## src/rtl/spi_cfg_pkg.sv

```systemverilog
// Shared types and helpers for the SPI configuration register file.
//   state_t  : serial frame FSM states
//   region_t : address map classification (ID / digital / analog / unmapped)
//   classify : maps an address to its region given the map parameters
package spi_cfg_pkg;

    typedef enum logic [1:0] {IDLE, CMD, DATA} state_t;

    typedef enum logic [1:0] {RG_ID, RG_WREG, RG_AREG, RG_NONE} region_t;

    // Read/write flag sits in the MSB of the command byte (default 8-bit link).
    localparam int          RW_BIT       = 7;
    localparam logic [7:0]  ID_VALUE_DEF = 8'h51;

    function automatic region_t classify(
        input int unsigned addr,
        input int unsigned wreg_base,
        input int unsigned n_wreg,
        input int unsigned areg_base,
        input int unsigned n_areg_addr
    );
        if (addr == 0)
            return RG_ID;
        else if (addr >= wreg_base && addr < wreg_base + n_wreg)
            return RG_WREG;
        else if (addr >= areg_base && addr < areg_base + n_areg_addr)
            return RG_AREG;
        else
            return RG_NONE;
    endfunction

endpackage

```

## src/rtl/spi_addr_decode.sv

```systemverilog
// Pure combinational address decoder.
//   addr     in  : register address
//   region   out : region of addr
//   wreg_idx out : digital register index (meaningful in RG_WREG only)
//   areg_sel out : one-hot analog register (0 outside analog region)
//   byte_sel out : byte within analog register (all ones outside analog region)
// The analog split into register/byte is a constant table built at
// elaboration time, so no divider is synthesised.
module spi_addr_decode
    import spi_cfg_pkg::*;
#(
    parameter int AW         = 7,
    parameter int WREG_BASE  = 1,
    parameter int N_WREG     = 3,
    parameter int N_AREG     = 8,
    parameter int AREG_BYTES = 7,
    parameter int WIW        = 2,
    parameter int BSW        = 3
) (
    input  logic [AW-1:0]     addr,
    output region_t           region,
    output logic [WIW-1:0]    wreg_idx,
    output logic [N_AREG-1:0] areg_sel,
    output logic [BSW-1:0]    byte_sel
);

    localparam int AREG_BASE = WREG_BASE + N_WREG;
    localparam int N_AADDR   = N_AREG * AREG_BYTES;
    localparam int NADDR     = 1 << AW;

    logic [N_AREG-1:0] sel_lut  [NADDR];
    logic [BSW-1:0]    byte_lut [NADDR];

    for (genvar a = 0; a < NADDR; a++) begin : g_lut
        if (a >= AREG_BASE && a < AREG_BASE + N_AADDR) begin : g_in
            localparam int OFF = a - AREG_BASE;
            assign sel_lut[a]  = N_AREG'(1) << (OFF / AREG_BYTES);
            assign byte_lut[a] = BSW'(OFF % AREG_BYTES);
        end else begin : g_out
            assign sel_lut[a]  = '0;
            assign byte_lut[a] = '1;
        end
    end

    assign region   = classify(32'(addr), WREG_BASE, N_WREG, AREG_BASE, N_AADDR);
    assign areg_sel = sel_lut[addr];
    assign byte_sel = byte_lut[addr];

    always_comb begin
        wreg_idx = '0;
        for (int i = 0; i < N_WREG; i++)
            if (addr == AW'(WREG_BASE + i))
                wreg_idx = WIW'(i);
    end

endmodule

```

## src/rtl/spi_cfg_regfile.sv

```systemverilog
// SPI mode-0 configuration slave with burst read/write and auto-increment.
//   sclk/rstn          : serial clock, async active-low reset
//   cs_n/pico/poci     : frame select, data in, data out (MSB first)
//   poci_oe            : poci driver enable (read frames, data phase)
//   wreg/wr_strobe     : digital config registers and per-register write pulse
//   areg_*             : analog shift-register byte write port and readback
//   frame_err          : sticky unmapped-access flag, cleared by next command
//
// state | meaning
// IDLE  | frame just opened, first command bit being captured
// CMD   | shifting in remaining command bits
// DATA  | byte-wise data transfer, pointer advances per byte
module spi_cfg_regfile
    import spi_cfg_pkg::*;
#(
    parameter int             DW         = 8,
    parameter int             AW         = 7,
    parameter int             N_WREG     = 3,
    parameter int             WREG_BASE  = 1,
    parameter int             N_AREG     = 8,
    parameter int             AREG_BYTES = 7,
    parameter logic [DW-1:0]  ID_VALUE   = DW'(ID_VALUE_DEF)
) (
    input  logic                          sclk,
    input  logic                          rstn,
    input  logic                          cs_n,
    input  logic                          pico,
    output logic                          poci,
    output logic                          poci_oe,
    output logic [N_WREG*DW-1:0]          wreg,
    output logic [N_WREG-1:0]             wr_strobe,
    output logic [N_AREG-1:0]             areg_sel,
    output logic [$clog2(AREG_BYTES)-1:0] areg_byte_sel,
    output logic                          areg_wr,
    output logic [DW-1:0]                 areg_wdata,
    input  logic [DW-1:0]                 areg_rdata,
    output logic                          frame_err
);

    localparam int CW  = $clog2(DW);
    localparam int BSW = $clog2(AREG_BYTES);
    localparam int WIW = (N_WREG > 1) ? $clog2(N_WREG) : 1;

    // Frame-scoped logic is held in reset whenever the frame is closed.
    logic frst_n;
    assign frst_n = rstn & ~cs_n;

    state_t            state;
    logic [CW-1:0]     bit_cnt;
    logic [DW-2:0]     rx_shift;
    logic [DW-1:0]     byte_in, tx_shift, rdata;
    logic [AW-1:0]     addr_ptr, ptr_nxt;
    logic              rw;
    region_t           region_q, dec_region;
    logic [WIW-1:0]    widx_q, dec_widx;
    logic [N_AREG-1:0] dec_sel;
    logic [BSW-1:0]    dec_byte;
    logic [DW-1:0]     wreg_q [N_WREG];
    logic              byte_done, cmd_done, data_done, areg_hold;

    assign byte_in   = {rx_shift, pico};
    assign byte_done = (bit_cnt == CW'(DW-1));
    assign cmd_done  = byte_done && (state != DATA);
    assign data_done = byte_done && (state == DATA);
    // Keep the analog select on the byte being written while areg_wr is high.
    assign areg_hold = data_done && !rw && (region_q == RG_AREG);

    always_comb begin
        ptr_nxt = addr_ptr;
        if (cmd_done)
            ptr_nxt = byte_in[AW-1:0];
        else if (data_done)
            ptr_nxt = addr_ptr + AW'(1);
    end

    // Decode the next pointer so region/select registers stay aligned with it.
    spi_addr_decode #(
        .AW(AW), .WREG_BASE(WREG_BASE), .N_WREG(N_WREG),
        .N_AREG(N_AREG), .AREG_BYTES(AREG_BYTES), .WIW(WIW), .BSW(BSW)
    ) u_dec (
        .addr     (ptr_nxt),
        .region   (dec_region),
        .wreg_idx (dec_widx),
        .areg_sel (dec_sel),
        .byte_sel (dec_byte)
    );

    always_comb begin
        rdata = '0;
        case (region_q)
            RG_ID:   rdata = ID_VALUE;
            RG_WREG: begin
                for (int i = 0; i < N_WREG; i++)
                    if (widx_q == WIW'(i))
                        rdata = wreg_q[i];
            end
            RG_AREG: rdata = areg_rdata;
            default: rdata = '0;
        endcase
    end

    always_ff @(posedge sclk or negedge frst_n) begin
        if (!frst_n) begin
            state    <= IDLE;
            bit_cnt  <= '0;
            rx_shift <= '0;
            addr_ptr <= '0;
            rw       <= 1'b0;
            region_q <= RG_ID;
            widx_q   <= '0;
        end else begin
            bit_cnt  <= byte_done ? '0 : bit_cnt + CW'(1);
            rx_shift <= byte_in[DW-2:0];
            addr_ptr <= ptr_nxt;
            region_q <= dec_region;
            widx_q   <= dec_widx;
            if (cmd_done)
                rw <= byte_in[DW-1];
            case (state)
                IDLE:    state <= CMD;
                CMD:     if (cmd_done) state <= DATA;
                DATA:    state <= DATA;
                default: state <= IDLE;
            endcase
        end
    end

    // Read data is loaded at the start of each byte and shifted out MSB first.
    always_ff @(negedge sclk or negedge frst_n) begin
        if (!frst_n)
            tx_shift <= '0;
        else if (state == DATA && rw)
            tx_shift <= (bit_cnt == '0) ? rdata : {tx_shift[DW-2:0], 1'b0};
    end

    assign poci_oe = ~cs_n & rw & (state == DATA);
    assign poci    = poci_oe & tx_shift[DW-1];

    always_ff @(posedge sclk or negedge rstn) begin
        if (!rstn) begin
            for (int i = 0; i < N_WREG; i++)
                wreg_q[i] <= '0;
            wr_strobe     <= '0;
            areg_wr       <= 1'b0;
            areg_wdata    <= '0;
            areg_sel      <= '0;
            areg_byte_sel <= '1;
            frame_err     <= 1'b0;
        end else begin
            wr_strobe <= '0;
            areg_wr   <= 1'b0;
            if (!areg_hold) begin
                areg_sel      <= dec_sel;
                areg_byte_sel <= dec_byte;
            end
            if (cmd_done)
                frame_err <= 1'b0;
            if (data_done) begin
                if (!rw) begin
                    case (region_q)
                        RG_WREG: begin
                            for (int i = 0; i < N_WREG; i++)
                                if (widx_q == WIW'(i)) begin
                                    wreg_q[i]    <= byte_in;
                                    wr_strobe[i] <= 1'b1;
                                end
                        end
                        RG_AREG: begin
                            areg_wdata <= byte_in;
                            areg_wr    <= 1'b1;
                        end
                        default: frame_err <= 1'b1;
                    endcase
                end else if (region_q == RG_NONE) begin
                    frame_err <= 1'b1;
                end
            end
        end
    end

    for (genvar i = 0; i < N_WREG; i++) begin : g_wreg_out
        assign wreg[i*DW +: DW] = wreg_q[i];
    end

endmodule

```

## config.mk

```make
export PLATFORM = sky130hd
export DESIGN_NAME = spi_cfg_regfile
export DESIGN_NICKNAME = d
export VERILOG_FILES = /design/src/rtl/spi_cfg_pkg.sv /design/src/rtl/spi_addr_decode.sv /design/src/rtl/spi_cfg_regfile.sv
export SDC_FILE = /design/constraint.sdc
export NUM_CORES = 1
export LEC_CHECK = 0
export ABC_AREA = 1
export CAP_MARGIN = 20
export CORE_MARGIN = 1.5
export CORE_UTILIZATION = 31
export CTS_CLUSTER_SIZE = 24
export DETAILED_ROUTE_END_ITERATION = 12
export PLACE_DENSITY = 0.59
export SLEW_MARGIN = 20
export SYNTH_ARGS = -nofsm -noshare
export SYNTH_HDL_FRONTEND = slang
export SYNTH_SLANG_ARGS = --single-unit
```

## constraint.sdc

```tcl
create_clock -name sclk -period 3.2 [get_ports sclk]
set_input_delay 0.64 -clock sclk [delete_from_list [all_inputs] [get_ports sclk]]
set_output_delay 0.64 -clock sclk [all_outputs]
set_load 0.005 [all_outputs]
```

==> impl_results.md, run 1 <==
* Clock-pin slew on the worst setup and hold paths at about 50 ps
* Max-slew violations at 0
* Rel. slew slack at 58.25%
* Simple-gate share of the synthesized area at between 20% and 30%
* WL/cell at between 10 and 15 um
* Register share of total power at approximately two fifths
* Top post-synthesis cells by area: dfrtp_1, nand2_1, ha_1, o21ai_0, inv_1
* Synthesized area at approximately 4200 um2
* Slowest cell delay on critical path at 400 ps
* Post-Synth Adder-Cell Area at roughly 7.7%
* Final setup violation count at 1
* Worst endpoint required time at 2560 ps
* Nets at ~650
* Count of final hold-check violations at 0
* Worst-Margin Slew at 626.2 ps
* Drt drc at 0
* Avg Vias per Cell at between 4 and 5
* Fin Setup TNS at -79.72 ps
* # hold bufs at CTS at 0
* CTS tree: done
* Placed cells at just under 800
* Root buffer cell: clkbuf_16
* Inserted Clock Buffers at 9
* Vias at 3791
* Antenna Nets Post-Route at 0
* I/O Buffers at 61
* Setup crit start kind: register
* Total Wirelength at 11.20 mm
* Sw Ratio at between 30% and 40%
* Failing checks: setup timing
* CP Cell Sequence: nor3b_2 > buf_2
* Post-synth EDFFs at 0
* Pwr Density at 565.2 nW/um2
* Area of the core at 13300 um2
* Antenna Cells at 0
* P_sw at 0.9746 mW
* Synthesized area per cell at around 7.8 um2
* Starting density of the core at 31.87%
* Most frequent cells in the layout: nand2_1, inv_1, dfrtp_1, clkdlybuf4s50_1, o21ai_0
* Clock Latency Late Sink at around 340 ps
* HPWL Detailed at 8.287 mm
* Max-Cap Viols at 0
* Synth-to-layout area growth at 27.49%
* # rows at between 40 and 50
* P_int at 2.079 mW
* Die span in y at 119.9 um
* Synth Warn # at 0
* Total die area at approximately 14000 um2
* First-pass GRT wire length at 19.09 mm
* Mux contribution to synthesized area at 0%
* Uppermost layer routed: met4
* Xor/xnor share of the synthesized area at 0%
* Netlist cell types at 31
* Worst Slack Setup Final at -79.72 ps
* FFs w/ async S/R, synth at 100.0%
* Maximum VDD drop at ~0.27 mV
* Drt first pass iters at 5
* CTS Sinks at 80
* Combinational power share at 26.4%
* Status: finished, violations left
* Synth Net Count at just under 600
* Worst EP arrival at approximately 2600 ps
* Worst Clk Skew at around 9.4 ps
* Top-Level Pins at 62
* DR WL met3 at 479 um
* GRT Util Overall at between 10% and 20%
* Gr ovfl total at 0
* H-tree Lvls at 3
* Clock buffer depth at 2
* Seq/Total Area, Yosys at between 40% and 50%
* Clk pwr share at 34.5%
* Top cell type's share of synthesized area at roughly two fifths
* Unrepaired setup endpoints after global routing: true
* Placer Congestion at approximately 0.9
* Complex-gate fraction of the synthesized area at ~11%
* Critical Path End Type: output port
* Synth Flop Type: dfrtp_1
* Worst hold margin at roughly 440 ps
* Leading cell type in the layout, fill and taps excluded: nand2_1
* Slowest cell on the critical path: dfrtn_1
* Initial DRC count at between 200 and 250
* Critical Path Fanout Max at 2
* Fraction of layout cells with a size suffix above 1 at under 10%
* Crit Path Class: reg -> out
* Syn Inst Count at between 500 and 600
* Horiz. Die Dim at 119.9 um
* Main combinational cell family by area after synthesis: simple AND/OR/NAND/NOR gates
* Area leader, netlist: dfrtp_1
* Type of the most critical hold path: reg -> reg
* Number of global-route vias before repair at approximately 3900
* Worst path bufs/invs at 1
* CP top delay family: flip-flops
* Largest net degree at the start of global routing at 49
* Fin cells at ~790
* #FFs+latches synth at 80
* Initial antenna violation count at 0
* Metal-1 WL at 5.034 mm
* Routed wl met2 at 5.420 mm
* Leakage at 2.608 nW
logic make-up after synthesis:
| family | after synthesis |
|---|---|
| AND/OR/NAND/NOR | 258 |
| AO/OA/AOI/OAI | 87 |
| buffers and inverters | 89 |
| flip-flops | 80 |
| adder cells (fa/ha/maj) | 26 |
metrics by stage:
step | setup WS (ps) | power (mW) | utilization [%] | area (um2)
floorplan | 36.87 | 1.709 | - | 4240
global placement | -132.7 | 2.002 | 38.22 | 5081
detailed placement | -132.7 | 2.015 | 38.22 | 5081
CTS | -75.99 | 3.073 | 40.50 | 5385
global route | -140.1 | 3.244 | 40.64 | 5403
finish | -79.72 | 3.053 | 40.64 | 5403
synth_stat cells (all sizes together), types with 6 or more instances:
cell type  number
nand4           7
a21oi           6
nand3          35
buf             9
nand2         171
o21ai          60
dfrtp          69
o22ai           9
dfrtn           8
nor2           40
ha             26
a22oi           7
inv            75
metal layers:
| metal | global-route usage, % | vias to the layer above |
|---|---|---|
| li1 | - | 1865 |
| met1 | 20.66 | 1797 |
| met2 | 28.89 | 105 |
| met3 | 3.612 | 24 |
| met4 | 5.804 | 0 |
| met5 | 0 | - |
worst reg2reg max path, delay by kind of cell (launching register included):
family | cells | cell delay (ps)
AOI/OAI and AO/OA | 4 | 570
buffers and inverters | 1 | 80
DFF | 1 | 360
and+or+nand+nor | 2 | 260
power groups by stage:
| stage | Combinational [mW] | Sequential [mW] | Clock (mW) |
|---|---|---|---|
| after detailed placement | 0.800 | 1.21 | 0 |
| final | 0.805 | 1.20 | 1.05 |
| after floorplan | 0.508 | 1.20 | 0 |
| after global routing | 0.927 | 1.21 | 1.11 |
| after CTS | 0.805 | 1.20 | 1.07 |
| after global placement | 0.791 | 1.21 | 0 |
final timing paths:
check / startpoint / to / slack [ps] / depth (start not counted)
min reg2reg: tx_shift[2] / tx_shift[2] / 440 / 2
min in group asynchronous: rstn / wreg[6] / 450 / 2
min: tx_shift[2] / tx_shift[2] / 440 / 2
max in group asynchronous: cs_n / tx_shift[1] / 650 / 2
max: tx_shift[7] / poci / -80 / 2
max reg2reg: widx_q[1] / tx_shift[6] / 150 / 7
registers in the layout, summed over array words and instances (netlist names):
name / count
rx_shift: 7
addr_ptr: 7
areg_wdata: 8
areg_wr: 1
areg_byte_sel: 3
rw: 1
wreg: 24
wr_strobe: 3
frame_err: 1
bit_cnt: 3
tx_shift: 8
widx_q: 2
areg_sel: 8
region_q: 2
state: 2
timing repair:
item                                    4_1_cts  5_1_grt
gates resized for setup                       5        5
buffers inserted                              0        1
gates cloned                                  0        0
endpoints found under the setup margin        1        7
area by class of cell:
cell class,count,area [um2]
flip-flops and latches,80,2006
well taps,176,220.2
multi-input cells,371,1897
clock inverters,6,65.06
repair buffers,73,690.7
inverters,76,285.3
fillers,1367,7893
clock buffers,10,239.0
Power figures use the tool's default switching activity.
==> run 2: changes to the inputs <==
Settings changed: SLEW_MARGIN 20 to unset.
==> results of run 2 <==
Final layout, timing and power as in run 1 (identical DEF).
